File: config.mk
export PLATFORM = sky130hd
export DESIGN_NAME = pipe_feed
export DESIGN_NICKNAME = d
export VERILOG_FILES = /design/src/rtl/pipe_feed_pkg.sv /design/src/rtl/sync_fifo.sv /design/src/rtl/pipe_feed.sv
export SDC_FILE = /design/constraint.sdc
export NUM_CORES = 1
export LEC_CHECK = 0
export CAP_MARGIN = 40
export CORE_ASPECT_RATIO = 0.9
export CORE_UTILIZATION = 52
export CTS_CLUSTER_SIZE = 12
export DETAILED_ROUTE_END_ITERATION = 8
export HOLD_SLACK_MARGIN = 0.06
export PLACE_DENSITY_LB_ADDON = 0.05
export SYNTH_ARGS = -nofsm -noshare
export SYNTH_HDL_FRONTEND = slang
export SYNTH_SLANG_ARGS = --single-unit
File: constraint.sdc
create_clock -name clk -period 3.8 [get_ports clk]
set_clock_uncertainty 0.1 [all_clocks]
set_input_delay 0.95 -clock clk [delete_from_list [all_inputs] [get_ports clk]]
set_output_delay 0.95 -clock clk [all_outputs]
set_load 0.05 [all_outputs]
File: src/rtl/pipe_feed_pkg.sv
// rtl/pipe_feed_pkg.sv - shared defaults and reference arithmetic for the feed and its pipe
package pipe_feed_pkg;

    // Operand/result width and pipe register latency shared by the feed and the pipe.
    localparam int DEF_N      = 10;
    localparam int DEF_LAT    = 3;
    localparam int DEF_IDEPTH = 4;
    localparam int DEF_RDEPTH = 8;

    typedef logic [DEF_N-1:0] word_t;

    // Function of the attached arithmetic pipe: ((a+b)+(c-d))*d, wrapping at DEF_N bits.
    function automatic word_t pipe_calc(input word_t a, input word_t b,
                                        input word_t c, input word_t d);
        word_t s;
        s = (a + b) + (c - d);
        return s * d;
    endfunction

endpackage

File: src/rtl/sync_fifo.sv
// rtl/sync_fifo.sv - single-clock FIFO with occupancy count
module sync_fifo #(
    parameter int WIDTH = 8,
    parameter int DEPTH = 4
) (
    input  logic                           clk,
    input  logic                           rst,
    input  logic                           push,
    input  logic [WIDTH-1:0]               push_data,
    input  logic                           pop,
    output logic [WIDTH-1:0]               head,
    output logic [$clog2(DEPTH+1)-1:0]     count
);

    localparam int AW = $clog2(DEPTH);
    localparam int CW = $clog2(DEPTH+1);

    logic [WIDTH-1:0] mem [DEPTH];
    logic [AW-1:0]    wr_ptr;
    logic [AW-1:0]    rd_ptr;
    logic             full;
    logic             empty;
    logic             do_push;
    logic             do_pop;

    assign full    = (count == CW'(DEPTH));
    assign empty   = (count == '0);
    // A push into a full FIFO or a pop from an empty one is ignored.
    assign do_push = push && !full;
    assign do_pop  = pop && !empty;
    assign head    = mem[rd_ptr];

    // Pointers wrap naturally because DEPTH is a power of two.
    always_ff @(posedge clk or posedge rst) begin
        if (rst) begin
            wr_ptr <= '0;
            rd_ptr <= '0;
            count  <= '0;
        end else begin
            if (do_push) wr_ptr <= wr_ptr + AW'(1);
            if (do_pop)  rd_ptr <= rd_ptr + AW'(1);
            case ({do_push, do_pop})
                2'b10:   count <= count + CW'(1);
                2'b01:   count <= count - CW'(1);
                default: count <= count;
            endcase
        end
    end

    // Storage is not reset; entries are only visible once written.
    always_ff @(posedge clk) begin
        if (do_push) mem[wr_ptr] <= push_data;
    end

endmodule

File: src/rtl/pipe_feed.sv
// rtl/pipe_feed.sv - credit-based feeder around a fixed-latency arithmetic pipe
module pipe_feed
    import pipe_feed_pkg::*;
#(
    parameter int N      = DEF_N,
    parameter int IDEPTH = DEF_IDEPTH,
    parameter int RDEPTH = DEF_RDEPTH,
    parameter int LAT    = DEF_LAT
) (
    input  logic         clk,
    input  logic         rst,
    input  logic         in_valid,
    output logic         in_ready,
    input  logic [N-1:0] in_a,
    input  logic [N-1:0] in_b,
    input  logic [N-1:0] in_c,
    input  logic [N-1:0] in_d,
    output logic [N-1:0] op_a,
    output logic [N-1:0] op_b,
    output logic [N-1:0] op_c,
    output logic [N-1:0] op_d,
    input  logic [N-1:0] pipe_f,
    output logic         out_valid,
    input  logic         out_ready,
    output logic [N-1:0] out_f,
    output logic         busy
);

    localparam int TW  = 4 * N;
    localparam int ICW = $clog2(IDEPTH + 1);
    localparam int RCW = $clog2(RDEPTH + 1);
    localparam int FW  = $clog2(LAT + 2);
    localparam int UW  = $clog2(RDEPTH + LAT + 2) + 1;

    logic [TW-1:0]  in_head;
    logic [ICW-1:0] in_count;
    logic           in_empty;
    logic           in_full;
    logic           in_push;
    logic           ready_en;

    logic [UW-1:0]  used;
    logic           issue;
    logic [LAT:0]   tag;
    logic           capture;
    logic [FW-1:0]  inflight;

    logic [N-1:0]   res_head;
    logic [RCW-1:0] res_count;
    logic           res_empty;
    logic           out_pop;

    // Input side: ready is held low until the first edge after reset release.
    assign in_empty = (in_count == '0);
    assign in_full  = (in_count == ICW'(IDEPTH));
    assign in_ready = ready_en && !in_full;
    assign in_push  = in_valid && in_ready;

    // Result slots already claimed, either stored or still travelling down the pipe.
    // A pop this cycle does not free a slot until the next cycle.
    assign used    = UW'(res_count) + UW'(inflight);
    assign issue   = !in_empty && (used < UW'(RDEPTH));
    assign capture = tag[LAT];

    assign res_empty = (res_count == '0);
    assign out_valid = !res_empty;
    assign out_pop   = out_valid && out_ready;
    // Head is masked while empty so stale storage never appears on out_f.
    assign out_f     = out_valid ? res_head : '0;

    assign busy = !in_empty || !res_empty || (inflight != '0);

    sync_fifo #(
        .WIDTH (TW),
        .DEPTH (IDEPTH)
    ) u_in_fifo (
        .clk       (clk),
        .rst       (rst),
        .push      (in_push),
        .push_data ({in_a, in_b, in_c, in_d}),
        .pop       (issue),
        .head      (in_head),
        .count     (in_count)
    );

    sync_fifo #(
        .WIDTH (N),
        .DEPTH (RDEPTH)
    ) u_res_fifo (
        .clk       (clk),
        .rst       (rst),
        .push      (capture),
        .push_data (pipe_f),
        .pop       (out_pop),
        .head      (res_head),
        .count     (res_count)
    );

    // Ready enable: rises on the first clock edge after reset release.
    always_ff @(posedge clk or posedge rst) begin
        if (rst) ready_en <= 1'b0;
        else     ready_en <= 1'b1;
    end

    // Operand registers load the input head on issue and hold otherwise.
    always_ff @(posedge clk or posedge rst) begin
        if (rst) begin
            op_a <= '0;
            op_b <= '0;
            op_c <= '0;
            op_d <= '0;
        end else if (issue) begin
            {op_a, op_b, op_c, op_d} <= in_head;
        end
    end

    // Tag line: an issue at edge k reaches the top stage at edge k+LAT, so the
    // result is captured at edge k+LAT+1 when pipe_f carries that tuple.
    always_ff @(posedge clk or posedge rst) begin
        if (rst) tag <= '0;
        else     tag <= {tag[LAT-1:0], issue};
    end

    // In-flight count of issued tuples not yet captured.
    always_ff @(posedge clk or posedge rst) begin
        if (rst) begin
            inflight <= '0;
        end else begin
            case ({issue, capture})
                2'b10:   inflight <= inflight + FW'(1);
                2'b01:   inflight <= inflight - FW'(1);
                default: inflight <= inflight;
            endcase
        end
    end

endmodule
==> impl_metrics.yaml, run 1 <==
run_status:
  status: "finished, final reports clean"
power:
  vdd_drop_max_mv: 0.537
  pwr_density_cell_nw_per_um2: 894
  p_leak_uw: 0.00503
logic_synthesis:
  async_flop_share_pct: 21.3
  synth_seq_cells: 305
  synth_flop_cell: "edfxtp_1"
  synthTopCellsByArea: "edfxtp_1 (61%), dfrtp_1 (14%), mux4_2 (11%), mux2_4 (4.6%), ha_1 (1.4%)"
  synth_edf_count: 240
  syn_inst: 540
  yosys.area.top_type_share_pct: 61.0
  synth_most_common_cell: "edfxtp_1"
  syn-cell-area_sq_um: 11800
  synthDistinctLibCells: 40
  syn_area_per_cell_sq_um: 21.9
  synth_common_cells: "edfxtp_1 (240), dfrtp_1 (65), mux4_2 (60)"
  synth_warnings: 0
  synth_seq_area_share_pct: 74.8
  syn-num-nets: 610
  yosys.area.top_type: "edfxtp_1"
clock_tree:
  cts_buffers: 30
  hold_buffers: 0
  ctsResizeCount: 0
  clock_path_buffers: 3
  clk_latency_ps: 550
  post-cts-setup-buffer-count: 0
  clock-sinks: 305
  clk_pin_slew_ps: 60
  h-tree-depth: 1
  cts_tree: "built"
  clockRootBuffer: "clkbuf_16"
placed_design:
  dp_cells: 937
  place_area_sq_um: 13300
  hpwl_um: 13200
  gp_congestion: 0.715
  io_buffer_count: 106
  dp_slack_ps: 355
setup_path:
  r2r-start: "u_res_fifo.count[0]$_DFFE_PP0P_"
  r2r_slack_ps: 560
  critPathMaxFanout: 10
  cp-end-kind: "primary output"
  r2r_cells: 7
  worst_ep_arrival_time_ps: 2500
  cp.required_ps: 2750
  crit_type: "flip-flop to primary output"
  cp-start-kind: "flip-flop"
  r2r_end: "u_res_fifo.count[3]$_DFFE_PP0P_"
timing:
  maxSlewViolCount: 0
  fin_setup_tns_ps: 0
  fmax_mhz: 282
  slew_headroom_pct: 45.1
  setup_viol_count_final: 0
  finalHoldViolCount: 0
  period_needed_ps: 3550
  worst_slew_pin_slew_ps: 821
  grt_setup_unrepaired: "false"
  setup_ws_ps: 249
  post-route-period-util_pct: 93.4
die:
  pin_count: 107
  start_util_pct: 53.8
  die_x_um: 161
  die_area_sq_um: 23300
  row_count: 51
  die_h_um: 145
  core_sq_um: 22000
routing:
  drc: 0
  wl_per_cell_um: 21.2
  via_count: 5459
  first_pass_iters: 4
  drt-total-wl_um: 21000
  drtAntennaViolNets: 0
  dr.first_iter.drc_count: 321
  routed_via_density: 5.51
final_layout:
  area_growth_pct: 20.1
  final_area_sq_um: 14200
  fillCellCount: 1541
  nNetsFinal: 748
  drive_above_1_share_pct: 26.5
  fin_cells: 991
hold_path:
  worstHoldEndpoint: "tag[3]$_DFF_PP0_"
  min_delay_path_depth: 0
  hold_start: "tag[2]$_DFF_PP0_"
  min_path_type: "flip-flop to flip-flop"
global_routing:
  globalRouteTotalUtil_pct: 18.9
  grt_pass1_wl_um: 33800
  antenna_found_initial: 1
  grt_overflow: 0
  grt_max_degree: 38
  first_global_vias: 6057
run:
  cap_violations: 0
==> stage by stage <==
| step | utilization (%) | hold WS [ps] | power (uW) |
|---|---|---|---|
| finish | 64.6 | 254 | 12700 |
| global route | 64.6 | 267 | 13300 |
| global placement | 60.1 | 234 | 9910 |
| detailed placement | 60.5 | 248 | 10100 |
| floorplan | - | 231 | 8820 |
| CTS | 64.6 | 260 | 12900 |
==> worst max path at each step <==
stage	startpoint	endpoint	slack, ps	depth (start not counted)
final	u_res_fifo.count[0]$_DFFE_PP0P_	out_f[1]	250	5
after global placement	out_ready	u_res_fifo.count[3]$_DFFE_PP0P_	470	8
after global routing	u_res_fifo.count[0]$_DFFE_PP0P_	out_f[1]	110	5
after floorplan	u_res_fifo.count[0]$_DFFE_PP0P_	u_res_fifo.count[3]$_DFFE_PP0P_	740	9
after detailed placement	out_ready	u_res_fifo.count[3]$_DFFE_PP0P_	350	8
after CTS	u_res_fifo.count[0]$_DFFE_PP0P_	out_f[1]	220	5
==> critical path, cell delays in order, from the launching register on <==
cell     delay [ps]
dfrtp_1         460
nor4_1          570
inv_2           120
and2_1          330
a22o_1          280
buf_4           190
==> cell families (layout without fill, tap and decap cells) <==
logic type                 after synthesis  count (layout)  share of synthesized area [%]
AOI/OAI and AO/OA                       21              21                           1.49
DFF                                    305             305                           74.8
adders and majority gates               16              16                           1.89
buffers and inverters                   37             196                           1.89
muxes                                  107             107                           17.0
xor gates and xnor gates                15              15                           1.11
other                                    1               2                         0.0317
and+or+nand+nor                         38              38                           1.76
==> state kept, by name (all words and copies together) (netlist names) <==
name	cells
op_c	10
u_res_fifo.count	4
tag	4
u_in_fifo.wr_ptr	2
u_res_fifo.rd_ptr	3
op_a	10
u_in_fifo.count	3
op_d	10
u_res_fifo.mem	80
ready_en	1
op_b	10
u_res_fifo.wr_ptr	3
u_in_fifo.mem	160
u_in_fifo.rd_ptr	2
inflight	3
==> area by class of cell <==
class / instances / area (sq um) / area share (%)
sequential: 305 / 8840 / 62.3
multi-input combinational: 198 / 2770 / 19.5
timing repair buffer: 127 / 1250 / 8.84
clock buffer: 51 / 870 / 6.13
tap: 291 / 364 / 2.57
inverter: 16 / 61.3 / 0.432
clock inverter: 2 / 20.0 / 0.141
antenna: 1 / 2.50 / 0.0176
==> routing by layer <==
| metal | up-vias | track usage [%] | share of wire (%) | routed length [um] |
|---|---|---|---|---|
| li1 | 2447 | - | - | - |
| met1 | 2871 | 24.8 | 41 | 8620 |
| met2 | 110 | 32.3 | 52 | 10900 |
| met3 | 31 | 4.37 | 5.1 | 1080 |
| met4 | 0 | 4.34 | 1.8 | 385 |
| met5 | - | 0 | 0 | 0 |
==> report_power, final <==
part / switching, uW / internal [uW]
clock: 1130 / 1540
sequential: 457 / 4340
combinational: 2790 / 2420
==> layout by cell type (no fill, tap or decap), types with 3 or more instances in the layout <==
cell and count:
a22o_1 10, and2_2 4, buf_4 24, buf_6 4, clkbuf_1 17, clkbuf_16 30, clkbuf_8 4, clkdlybuf4s50_1 96
dfrtp_1 63, edfxtp_1 240, fa_1 3, ha_1 13, inv_1 14, mux2_2 9, mux2_4 36, mux4_2 60
nand2_1 4, nand3_1 6, nor2_1 9, nor3b_1 3, xnor2_1 11, xor2_1 4
Note: power is estimated with default switching activity, not from simulation.
==> inputs of run 2 (changes only) <==
--- a/config.mk
+++ b/config.mk
@@ -8,3 +8,2 @@
 export CAP_MARGIN = 40
-export CORE_ASPECT_RATIO = 0.9
 export CORE_UTILIZATION = 52
==> constraint.sdc (replaced) <==
create_clock -name clk -period 4.4 [get_ports clk]
set_clock_uncertainty 0.1 [all_clocks]
set_input_delay 1.1 -clock clk [delete_from_list [all_inputs] [get_ports clk]]
set_output_delay 1.1 -clock clk [all_outputs]
set_load 0.01 [all_outputs]
==> run 2 against run 1 <==
Net effect: the run now ends with design-rule violations left; worst setup slack improved by 98 ps; design area rose by 0.64%; routed wire length rose by 2.7%; first-iteration DRC count rose by 6.5%; non-clock buffer count fell by 1; combinational power fell by 29%; clock power fell by 7%; final cell count fell by 0.81%; register-to-register slack improved by 580 ps; sequential power fell by 14%; sequential cell count did not move; critical endpoint is now out_f[6].
==> impl_metrics.yaml, run 2 (synthesis gave the netlist of run 1 again) <==
run_status:
  status: "finished, violations left"
  violations: "design-rule violations"
power:
  p_clk_share_pct: 24.1
  p_sw_share_pct: 28.8
  power_frac_comb_pct: 35.8
  vdd_drop_max_mv: 0.613
  power.internal_uw: 7340
  p_leak_uw: 0.00506
  pwr_density_cell_nw_per_um2: 722
  seqPwrFrac_pct: 40.1
  switchingPower_uw: 2970
die:
  row_count: 54
  die_h_um: 153
  pin_count: 107
  die_area_sq_um: 23300
  core_sq_um: 22000
  start_util_pct: 53.6
  die_x_um: 153
placed_design:
  hpwl_um: 13500
  dp_cells: 925
  dp_slack_ps: 810
  gp_congestion: 0.742
  io_buffer_count: 106
setup_path:
  cp-end-kind: "primary output"
  cp-start-kind: "flip-flop"
  critPathMaxFanout: 10
  crit_type: "flip-flop to primary output"
  cp.required_ps: 3200
  worst_ep_arrival_time_ps: 2850
timing:
  fin_setup_tns_ps: 0
  period_needed_ps: 4050
  grt_setup_unrepaired: "false"
  worst_hold_slack_ps: 244
  maxSlewViolCount: 0
  finalHoldViolCount: 0
  slew_headroom_pct: 45.9
  worst_slew_pin_slew_ps: 809
  post-route-period-util_pct: 92.1
  fmax_mhz: 247
  setup_viol_count_final: 0
  setup_ws_ps: 347
final_layout:
  diodes: 0
  nNetsFinal: 748
  area_growth_pct: 20.8
  largest_reg_flops: 160
  layout_commonest_cell: "edfxtp_1"
  largest_registers: "u_in_fifo.mem (160), u_res_fifo.mem (80)"
  final_cell_mix: "edfxtp_1 (240), clkdlybuf4s50_1 (106), dfrtp_1 (63)"
  fillCellCount: 1504
  fin_cells: 983
  drive_above_1_share_pct: 25.6
  largest-register: "u_in_fifo.mem"
run:
  cap_violations: 0
global_routing:
  grt_overflow: 0
  globalRouteTotalUtil_pct: 19.5
  grt_max_degree: 41
  grt_pass1_wl_um: 34800
  first_global_vias: 6105
  antenna_found_initial: 0
routing:
  dr.first_iter.drc_count: 342
  wl_per_cell_um: 21.9
  routed_via_density: 5.57
  drt-total-wl_um: 21600
  drc: 1
  drtAntennaViolNets: 0
  first_pass_iters: 8
  via_count: 5477
clock_tree:
  hold_buffers: 0
  ctsResizeCount: 0
  clock-sinks: 305
  clockRootBuffer: "clkbuf_16"
  cts_tree: "built"
  clk_pin_slew_ps: 60
  post-cts-setup-buffer-count: 0
  clk_latency_ps: 560
  clock_path_buffers: 3
  h-tree-depth: 1
  cts_buffers: 31
hold_path:
  min_path_type: "flip-flop to flip-flop"
[run 2: metal layers]
metal | up-vias | routed length (um) | global-route usage (%) | share of wire, %
li1 | 2453 | - | - | -
met1 | 2870 | 9270 | 26.4 | 43
met2 | 130 | 10900 | 32.8 | 50
met3 | 24 | 1140 | 3.78 | 5.3
met4 | 0 | 288 | 5.05 | 1.3
met5 | - | 0 | 0 | 0
[run 2: final timing paths]
path / depth (start not counted) / startpoint / endpoint / slack, ps
max: 5 / u_res_fifo.count[0]$_DFFE_PP0P_ / out_f[6] / 350
min: 0 / tag[2]$_DFF_PP0_ / tag[3]$_DFF_PP0_ / 240
max reg2reg: 7 / u_res_fifo.count[0]$_DFFE_PP0P_ / u_res_fifo.count[3]$_DFFE_PP0P_ / 1140
min reg2reg: 0 / tag[2]$_DFF_PP0_ / tag[3]$_DFF_PP0_ / 240
max in group asynchronous: 4 / rst / op_a[6]$_DFFE_PP0P_ / 2720
min in group asynchronous: 2 / rst / u_in_fifo.count[1]$_DFFE_PP0P_ / 700
[run 2: power by group through the flow]
stage / clock (uW) / combinational [uW] / sequential, uW
finish: 2480 / 3690 / 4130
global placement: 0 / 3470 / 4270
detailed placement: 0 / 3730 / 4200
global route: 2650 / 3990 / 4210
CTS: 2540 / 3750 / 4150
floorplan: 0 / 2640 / 4110
[run 2: layout make-up]
class / instances / area (sq um) / share of cell area [%]
clock inverter: 4 / 48.8 / 0.342
sequential: 305 / 8840 / 61.9
tap: 280 / 350 / 2.45
multi-input combinational: 198 / 2770 / 19.4
inverter: 16 / 61.3 / 0.430
clock buffer: 54 / 922 / 6.46
timing repair buffer: 126 / 1280 / 8.97
[run 2: worst max-delay path, cell delays in order, from the launching register on]
cell and delay (ps):
dfrtp_1 440, nor4_1 640, inv_2 110, and2_1 340, a22o_1 290, clkdlybuf4s50_1 480
[run 2: metrics by stage]
stage | cell area (sq um) | total power [uW] | util [%]
after global routing | 14300 | 10800 | 64.8
after detailed placement | 13300 | 7930 | 60.4
after global placement | 13200 | 7740 | 59.8
final | 14300 | 10300 | 64.8
after floorplan | 11800 | 6750 | -
after CTS | 14300 | 10400 | 64.8
